**src/rtl/mfsr_pkg.sv**
```systemverilog
// Shared definitions for the maximal-length shift-register counter:
// width limits, next-state source encoding and the per-width tap table.
package mfsr_pkg;

    localparam int unsigned MIN_WIDTH = 3;
    localparam int unsigned MAX_WIDTH = 16;

    typedef enum logic [1:0] {
        SRC_HOLD = 2'd0,
        SRC_STEP = 2'd1,
        SRC_LOAD = 2'd2,
        SRC_SEED = 2'd3
    } next_src_e;

    // Bit i set means state bit i feeds the XOR; the top bit is always a tap.
    function automatic logic [15:0] tap_mask(input int unsigned width);
        logic [15:0] mask;
        case (width)
            3:       mask = 16'h0006;
            4:       mask = 16'h000C;
            5:       mask = 16'h0014;
            6:       mask = 16'h0030;
            7:       mask = 16'h0060;
            8:       mask = 16'h00B8;
            9:       mask = 16'h0110;
            10:      mask = 16'h0240;
            11:      mask = 16'h0500;
            12:      mask = 16'h0829;
            13:      mask = 16'h100D;
            14:      mask = 16'h2015;
            15:      mask = 16'h6000;
            16:      mask = 16'hD008;
            default: mask = 16'h0000;
        endcase
        return mask;
    endfunction

endpackage

```
**src/rtl/mfsr_step.sv**
```systemverilog
// Combinational single step of the Fibonacci shift register, forward or inverse.
module mfsr_step
    import mfsr_pkg::*;
#(
    parameter int unsigned WIDTH = 9
) (
    input  logic             reverse_i,
    input  logic [WIDTH-1:0] state_i,
    output logic [WIDTH-1:0] state_o
);

    localparam logic [15:0]      TAPS_FULL = tap_mask(WIDTH);
    localparam logic [WIDTH-1:0] TAPS      = TAPS_FULL[WIDTH-1:0];

    logic w_fwd_fb;
    logic w_inv_top;

    assign w_fwd_fb = ^(state_i & TAPS);

    // Previous low bits are the current high bits, so the lost top bit is
    // recovered by removing the lower taps' contribution from the feedback.
    assign w_inv_top = state_i[0] ^ (^(state_i[WIDTH-1:1] & TAPS[WIDTH-2:0]));

    // Select forward or inverse next value.
    always_comb begin
        state_o = state_i;
        if (reverse_i) begin
            state_o = {w_inv_top, state_i[WIDTH-1:1]};
        end else begin
            state_o = {state_i[WIDTH-2:0], w_fwd_fb};
        end
    end

endmodule

```
**src/rtl/mfsr_counter.sv**
```systemverilog
// Maximal-length shift-register counter with load, bidirectional stepping,
// optional auto-reload at a terminal state and registered terminal-count flag.
module mfsr_counter
    import mfsr_pkg::*;
#(
    parameter int unsigned      WIDTH  = 9,
    parameter bit               RELOAD = 1'b1,
    parameter logic [WIDTH-1:0] SEED   = {{(WIDTH-1){1'b0}}, 1'b1}
) (
    input  logic             clock_i,
    input  logic             reset_i,
    input  logic             enable_i,
    input  logic             reverse_i,
    input  logic             load_i,
    input  logic [WIDTH-1:0] load_value_i,
    input  logic [WIDTH-1:0] terminal_i,
    output logic [WIDTH-1:0] count_o,
    output logic             tc_o,
    output logic             err_o
);

    generate
        if ((WIDTH < MIN_WIDTH) || (WIDTH > MAX_WIDTH)) begin : g_bad_width
            $error("mfsr_counter: WIDTH must be within 3..16");
        end
        if (SEED == {WIDTH{1'b0}}) begin : g_bad_seed
            $error("mfsr_counter: SEED must be non-zero");
        end
    endgenerate

    logic [WIDTH-1:0] r_count;
    logic             r_tc;
    logic             r_err;

    logic [WIDTH-1:0] w_step;
    logic [WIDTH-1:0] w_next;
    logic             w_load_zero;
    logic             w_at_term;
    logic             w_err_next;
    next_src_e        w_src;

    mfsr_step #(
        .WIDTH(WIDTH)
    ) u_step (
        .reverse_i(reverse_i),
        .state_i  (r_count),
        .state_o  (w_step)
    );

    assign w_load_zero = (load_value_i == {WIDTH{1'b0}});
    assign w_at_term   = (r_count == terminal_i);

    // Choose where the next state comes from; a zero load value always
    // diverts to SEED so the all-zero lock-up state is unreachable.
    always_comb begin
        w_src = SRC_HOLD;
        if (load_i) begin
            w_src = w_load_zero ? SRC_SEED : SRC_LOAD;
        end else if (enable_i) begin
            if (RELOAD && w_at_term) begin
                w_src = w_load_zero ? SRC_SEED : SRC_LOAD;
            end else begin
                w_src = SRC_STEP;
            end
        end else begin
            w_src = SRC_HOLD;
        end
    end

    // Form the next state value and the error pulse.
    always_comb begin
        w_next = r_count;
        case (w_src)
            SRC_HOLD: w_next = r_count;
            SRC_STEP: w_next = w_step;
            SRC_LOAD: w_next = load_value_i;
            SRC_SEED: w_next = SEED;
            default:  w_next = SEED;
        endcase
        w_err_next = (w_src == SRC_SEED);
    end

    // State, terminal flag and error registers; tc tracks the value being loaded.
    always_ff @(posedge clock_i) begin
        if (reset_i) begin
            r_count <= SEED;
            r_tc    <= (SEED == terminal_i);
            r_err   <= 1'b0;
        end else begin
            r_count <= w_next;
            r_tc    <= (w_next == terminal_i);
            r_err   <= w_err_next;
        end
    end

    assign count_o = r_count;
    assign tc_o    = r_tc;
    assign err_o   = r_err;

endmodule
```
**config.mk**
```make
export PLATFORM = sky130hd
export DESIGN_NAME = mfsr_counter
export DESIGN_NICKNAME = d
export VERILOG_FILES = /design/src/rtl/mfsr_pkg.sv /design/src/rtl/mfsr_step.sv /design/src/rtl/mfsr_counter.sv
export SDC_FILE = /design/constraint.sdc
export NUM_CORES = 1
export LEC_CHECK = 0
export BUFFER_PORTS_ARGS = -buffer_cell sky130_fd_sc_hd__buf_2
export CELL_PAD_IN_SITES_DETAIL_PLACEMENT = 1
export CELL_PAD_IN_SITES_GLOBAL_PLACEMENT = 1
export CORE_MARGIN = 2
export CORE_UTILIZATION = 37
export DETAILED_ROUTE_END_ITERATION = 6
export PLACE_DENSITY = 0.82
export SYNTH_ARGS = -nofsm -noshare
export SYNTH_HDL_FRONTEND = slang
export SYNTH_HIERARCHICAL = 1
export SYNTH_SLANG_ARGS = --single-unit
```
**constraint.sdc**
```tcl
create_clock -name clock_i -period 2.1 [get_ports clock_i]
set_input_delay 0.21 -clock clock_i [delete_from_list [all_inputs] [get_ports clock_i]]
set_output_delay 0.21 -clock clock_i [all_outputs]
set_load 0.05 [all_outputs]
```
Word level (Yosys, flattened, before mapping) --
Cells that the tools add are included.
Operators by class: add/subtract/negate cells 0, bitwise operators 1, eq/ne operators 6, $lt $le $gt $ge 0, multiplexer cells 7, div/mod/pow operators 0, shift-type cells 0, reductions and logical operators 4, multiply operators 0
Operators by type and width (number):
- one-hot mux 9 bit (4 select lines) | 1
- == test 9 bit | 2
- == test 1 x 9 -> 1 bit, first input constant | 1
- zero test 9 bit | 1
- two-way mux 9 bit | 1
- parity 9 bit | 1
- parity 8 bit | 1
- two-way mux 2 bit | 3
- == test 2 bit, second input constant | 2
- == test 2 x 1 -> 1 bit, second input constant | 1
- zero test 2 bit | 1
- two-way mux 1 bit | 2
- bitwise XOR 1 bit | 1
Word-level totals: output and inout bits 11, bits in registers 11, latch bits 0, memory bits (writable) 0, memories kept 0, word-level logic and storage cells 21, bits in read-only memories 0

Logic depth before layout (Yosys ltp) --
word-level depth 9, depth in mapped cells 9, mapped depth without buffers 8

Cells and area by module --
The synthesis kept the hierarchy.
By module, submodules not included:
- mfsr_counter | seq. area each 220.2 um^2, area each 952.2 um^2, cells an instance 118, instances 1
- mfsr_step | seq. area each 0.0 um^2, area each 147.6 um^2, cells an instance 14, instances 1

Worst setup path before layout --
OpenSTA, ideal clock, no wires.
kind flip-flop to flip-flop, start point reg r_count[4], in the netlist count_o[4], end point reg r_tc, in the netlist tc_o, arrival time 2.246 ns, setup slack -0.206 ns, cell stages (with the launch flop) 9, data required time 2.039 ns, setup time 0.061 ns, path buffers 1, cells stage by stage dfxtp_1 -> xnor2_1 -> and4_1 -> buf_6 -> a31o_4 -> o221a_4 -> a22o_1 -> a221oi_2 -> and4_1
Between the ends: longest elaborated chain between the ends 8
RTL lines:
- from (decl) | RTL line mfsr_counter.sv:31 | logic [WIDTH-1:0] r_count;
- from (signal assigned) | RTL line mfsr_counter.sv:90 | r_count <= w_next;
- == test 9 bit | RTL line mfsr_counter.sv:51 | assign w_at_term = (r_count == terminal_i);
- two-way mux 2 bit | RTL line mfsr_counter.sv:60 | if (RELOAD && w_at_term) begin
- two-way mux 2 bit | RTL line mfsr_counter.sv:59 | end else if (enable_i) begin
- two-way mux 2 bit | RTL line mfsr_counter.sv:57 | if (load_i) begin
- == test 2 bit (tied with other cells) | RTL line mfsr_counter.sv:73 | case (w_src)
- one-hot mux 9 bit (4 select lines) (*) | RTL line mfsr_counter.sv:73
- == test 9 bit (*) | RTL line mfsr_counter.sv:91 | r_tc <= (w_next == terminal_i);
- two-way mux 1 bit (*) | RTL line mfsr_counter.sv:85 | if (reset_i) begin
- to (signal assigned) | RTL line mfsr_counter.sv:87 | r_tc <= (SEED == terminal_i);
- to (signal assigned) | RTL line mfsr_counter.sv:91
- to (decl) | RTL line mfsr_counter.sv:32 | logic r_tc;
Mark *: on every way between the ends. The rest lies on a longest branch, timed or not. A chain may end at the register's enable or synchronous reset.

Worst setup path in the final report --
start point reg r_count[6], in the netlist count_o[6], end point reg r_tc, in the netlist tc_o
The elaborated chain is that of the path after synthesis.

==> impl_metrics.tcl <==
set metrics [dict create \
    crit_cells 7 \
    cts_sinks 11 \
    grt_pass1_vias 1342 \
    worstPathMaxFanout 6 \
    fmax_mhz 496.6 \
    pre_cts_ws_ns -0.09150 \
    max-slew-margin-rel 0.6998 \
    hold_class "in -> reg" \
    avgRoutedWirePerCell_um 19.41 \
    drv_slew 0 \
    num_vias 1284 \
    vias_per_cell 6.263 \
    num_io_pins 34 \
    core.rowCount 19 \
    synth_flop_cell "dfxtp_1" \
    crit_family "simple AND/OR/NAND/NOR gates" \
    cts_tree "built" \
    drtIter0Drc 62 \
    cp-start-kind "flop" \
    start_util 0.3954 \
    worst-endpoint-arrival_ns 2.19 \
    powerDensity_mw_per_mm2 530.6 \
    syn_nets 155 \
    die_x_um 58.52 \
    fillers 350 \
    critical_path_required_ns 2.28 \
    synth_top_cell_by_area "dfxtp_1" \
    dr.pass1.iters 4 \
    period_share 0.9588 \
    worst-setup-path-type "reg -> reg" \
    postCtsHoldBufs 0 \
    comb_power_share 0.475 \
    grt_max_degree 16 \
    synth-seq-cells 11 \
    internal_power_uw 452.3 \
    die_h_um 58.52 \
    setup_tns_ns 0 \
    multiInputGateArea_sq_um 873.3 \
    p_clk_frac 0.208 \
    fp.coreArea_sq_mm 0.002781 \
    power_switching_uw 317.8 \
    async_flop_share 0 \
    finalWirelength_um 3979 \
    area_growth_pct 31.97 \
    grt_overflow 0 \
    power.leakage_nw 0.6360 \
    synth_top_area_share 0.2002 \
    layout-drive-gt1-share 0.4828 \
    drc 0 \
    pwr-share-seq 0.318 \
    antenna_cells 0 \
    min_period_ns 2.014 \
    hold_viol_final 0 \
    syn_area_sq_mm 0.001100 \
    port_buffers 33 \
    synthTopCellsByCount "nor2_1 (14), nor3_1 (13), xnor2_1 (12)" \
    ys_top_cells_by_area "dfxtp_1 (20%), xnor2_1 (9.6%), mux2_4 (8.2%), nor3_1 (5.9%), nor2_1 (4.8%)" \
    ys_warn_count 6 \
    fin_nets 198 \
    r2r_cells 7 \
    crit_slowest_cell "a211oi_1" \
    cp_slowest_stage_delay_ns 0.40 \
    antenna_left 0 \
    gp_congestion 0.9100 \
    status "finished, final reports clean" \
    yosysSeqAreaShare 0.2002 \
    clk_pin_slew_ns 0.08 \
    synth.most_common_cell "nor2_1" \
    max-vdd-ir-drop_uv 368.7 \
    clock_latency_ns 0.28 \
    fp.dieArea_sq_mm 0.003425 \
    ctsLongestPathBuffers 2 \
    yosysUniqueCellTypes 41 \
    worstPathCellList "xnor2_2 -> and4_4 -> nand3_1 -> buf_4 -> a211oi_1 -> a221oi_2 -> and4_1" \
    worst_slack_ns 0.08642 \
    syn_area_per_cell_sq_um 8.332 \
    grt_antenna_before_repair 0 \
    syn_inst 132 \
    finalSetupViolCount 0 \
    cts_htree_levels 1 \
    worst_clock_skew_ns 0.0005884 \
    cts_buffers 3 \
    regArea_sq_um 231.5 \
    endpoint_kind "flop" \
    hold_depth 2 \
    maxCapViolations 0 \
    worst_slew_pin_slew_ns 0.4476 \
    clock-root-buffer "clkbuf_4" \
    grt_pass1_wl_um 6272 \
    switching_share 0.4126 \
    grt_usage 0.2484 \
    synth_edf_count 0 \
    path_buf_inv 1 \
    hpwl_um 3202 \
]
-- metal layers --
layer / wire, um / up-vias / GRT usage
li1: - / 588 / -
met1: 1622 / 604 / 0.2930
met2: 1924 / 64 / 0.4270
met3: 229 / 28 / 0.03736
met4: 204 / 0 / 0.1395
met5: 0 / - / 0
-- layout make-up --
cell class | instances | share of cell area
clock buffer | 4 | 0.01810
inverter | 7 | 0.01810
multi-input combinational | 107 | 0.6017
sequential | 11 | 0.1595
tap | 31 | 0.02672
timing repair buffer | 45 | 0.1759
-- cell families after synthesis --
family          after synthesis  share of synthesized area
compound gates               30                     0.2503
xor+xnor                     15                     0.1195
buf+inv                      14                    0.06939
flops                        11                     0.2002
mux                           8                     0.1013
simple gates                 54                     0.2594
-- path summary, 6_finish.rpt --
kind                               from                     to  slack [ns]
setup / recovery  count_o[6]$_SDFF_PP0_           tc_o$_DFF_P_        0.09
hold / removal          load_value_i[8]  count_o[8]$_SDFF_PP0_        0.26
setup reg to reg  count_o[6]$_SDFF_PP0_           tc_o$_DFF_P_        0.09
hold reg to reg   count_o[0]$_SDFF_PP1_  count_o[0]$_SDFF_PP1_        0.63
-- flip-flops by register name, indices dropped and copies added, names as in the netlist --
name	count
count_o	9
tc_o	1
err_o	1
-- power by group through the flow --
stage / clock [mW] / combinational [mW] / sequential (mW)
after floorplan: 0 / 0.173 / 0.301
after global placement: 0 / 0.326 / 0.246
after detailed placement: 0 / 0.334 / 0.247
after CTS: 0.158 / 0.345 / 0.243
after global routing: 0.167 / 0.389 / 0.246
final: 0.160 / 0.365 / 0.245
-- through the flow --
stage	utilization	power (mW)	hold slack, ns	instance area [sq um]	cells
after global placement	0.4845	0.5716	0.5320	1348	200
after detailed placement	0.4845	0.5811	0.5417	1348	200
after global routing	0.5218	0.8023	0.2672	1451	205
after CTS	0.5020	0.7450	0.2580	1396	204
after floorplan	-	0.4739	0.3916	1111	132
final	0.5218	0.7701	0.2568	1451	205
-- cell usage in the layout, fill, tap and decap left out, types with 5 or more instances in the layout --
cell	synthesis	final
dfxtp_2	0	9
nor3_1	13	12
nor4_1	6	6
mux2_4	6	6
o21ai_0	7	7
nor2b_1	5	5
xnor2_2	0	6
buf_2	1	33
buf_4	0	12
xnor2_1	12	6
inv_1	7	7
nor2_1	14	14
-- timing repair --
action                                 in CTS  in global routing
gates resized for setup                     7                  8
setup endpoints to repair                   1                  1
pin swaps                                   1                  5
buffers inserted                            0                  1
endpoints found under the hold margin       0                  0
(Power assumes the default switching activity.)
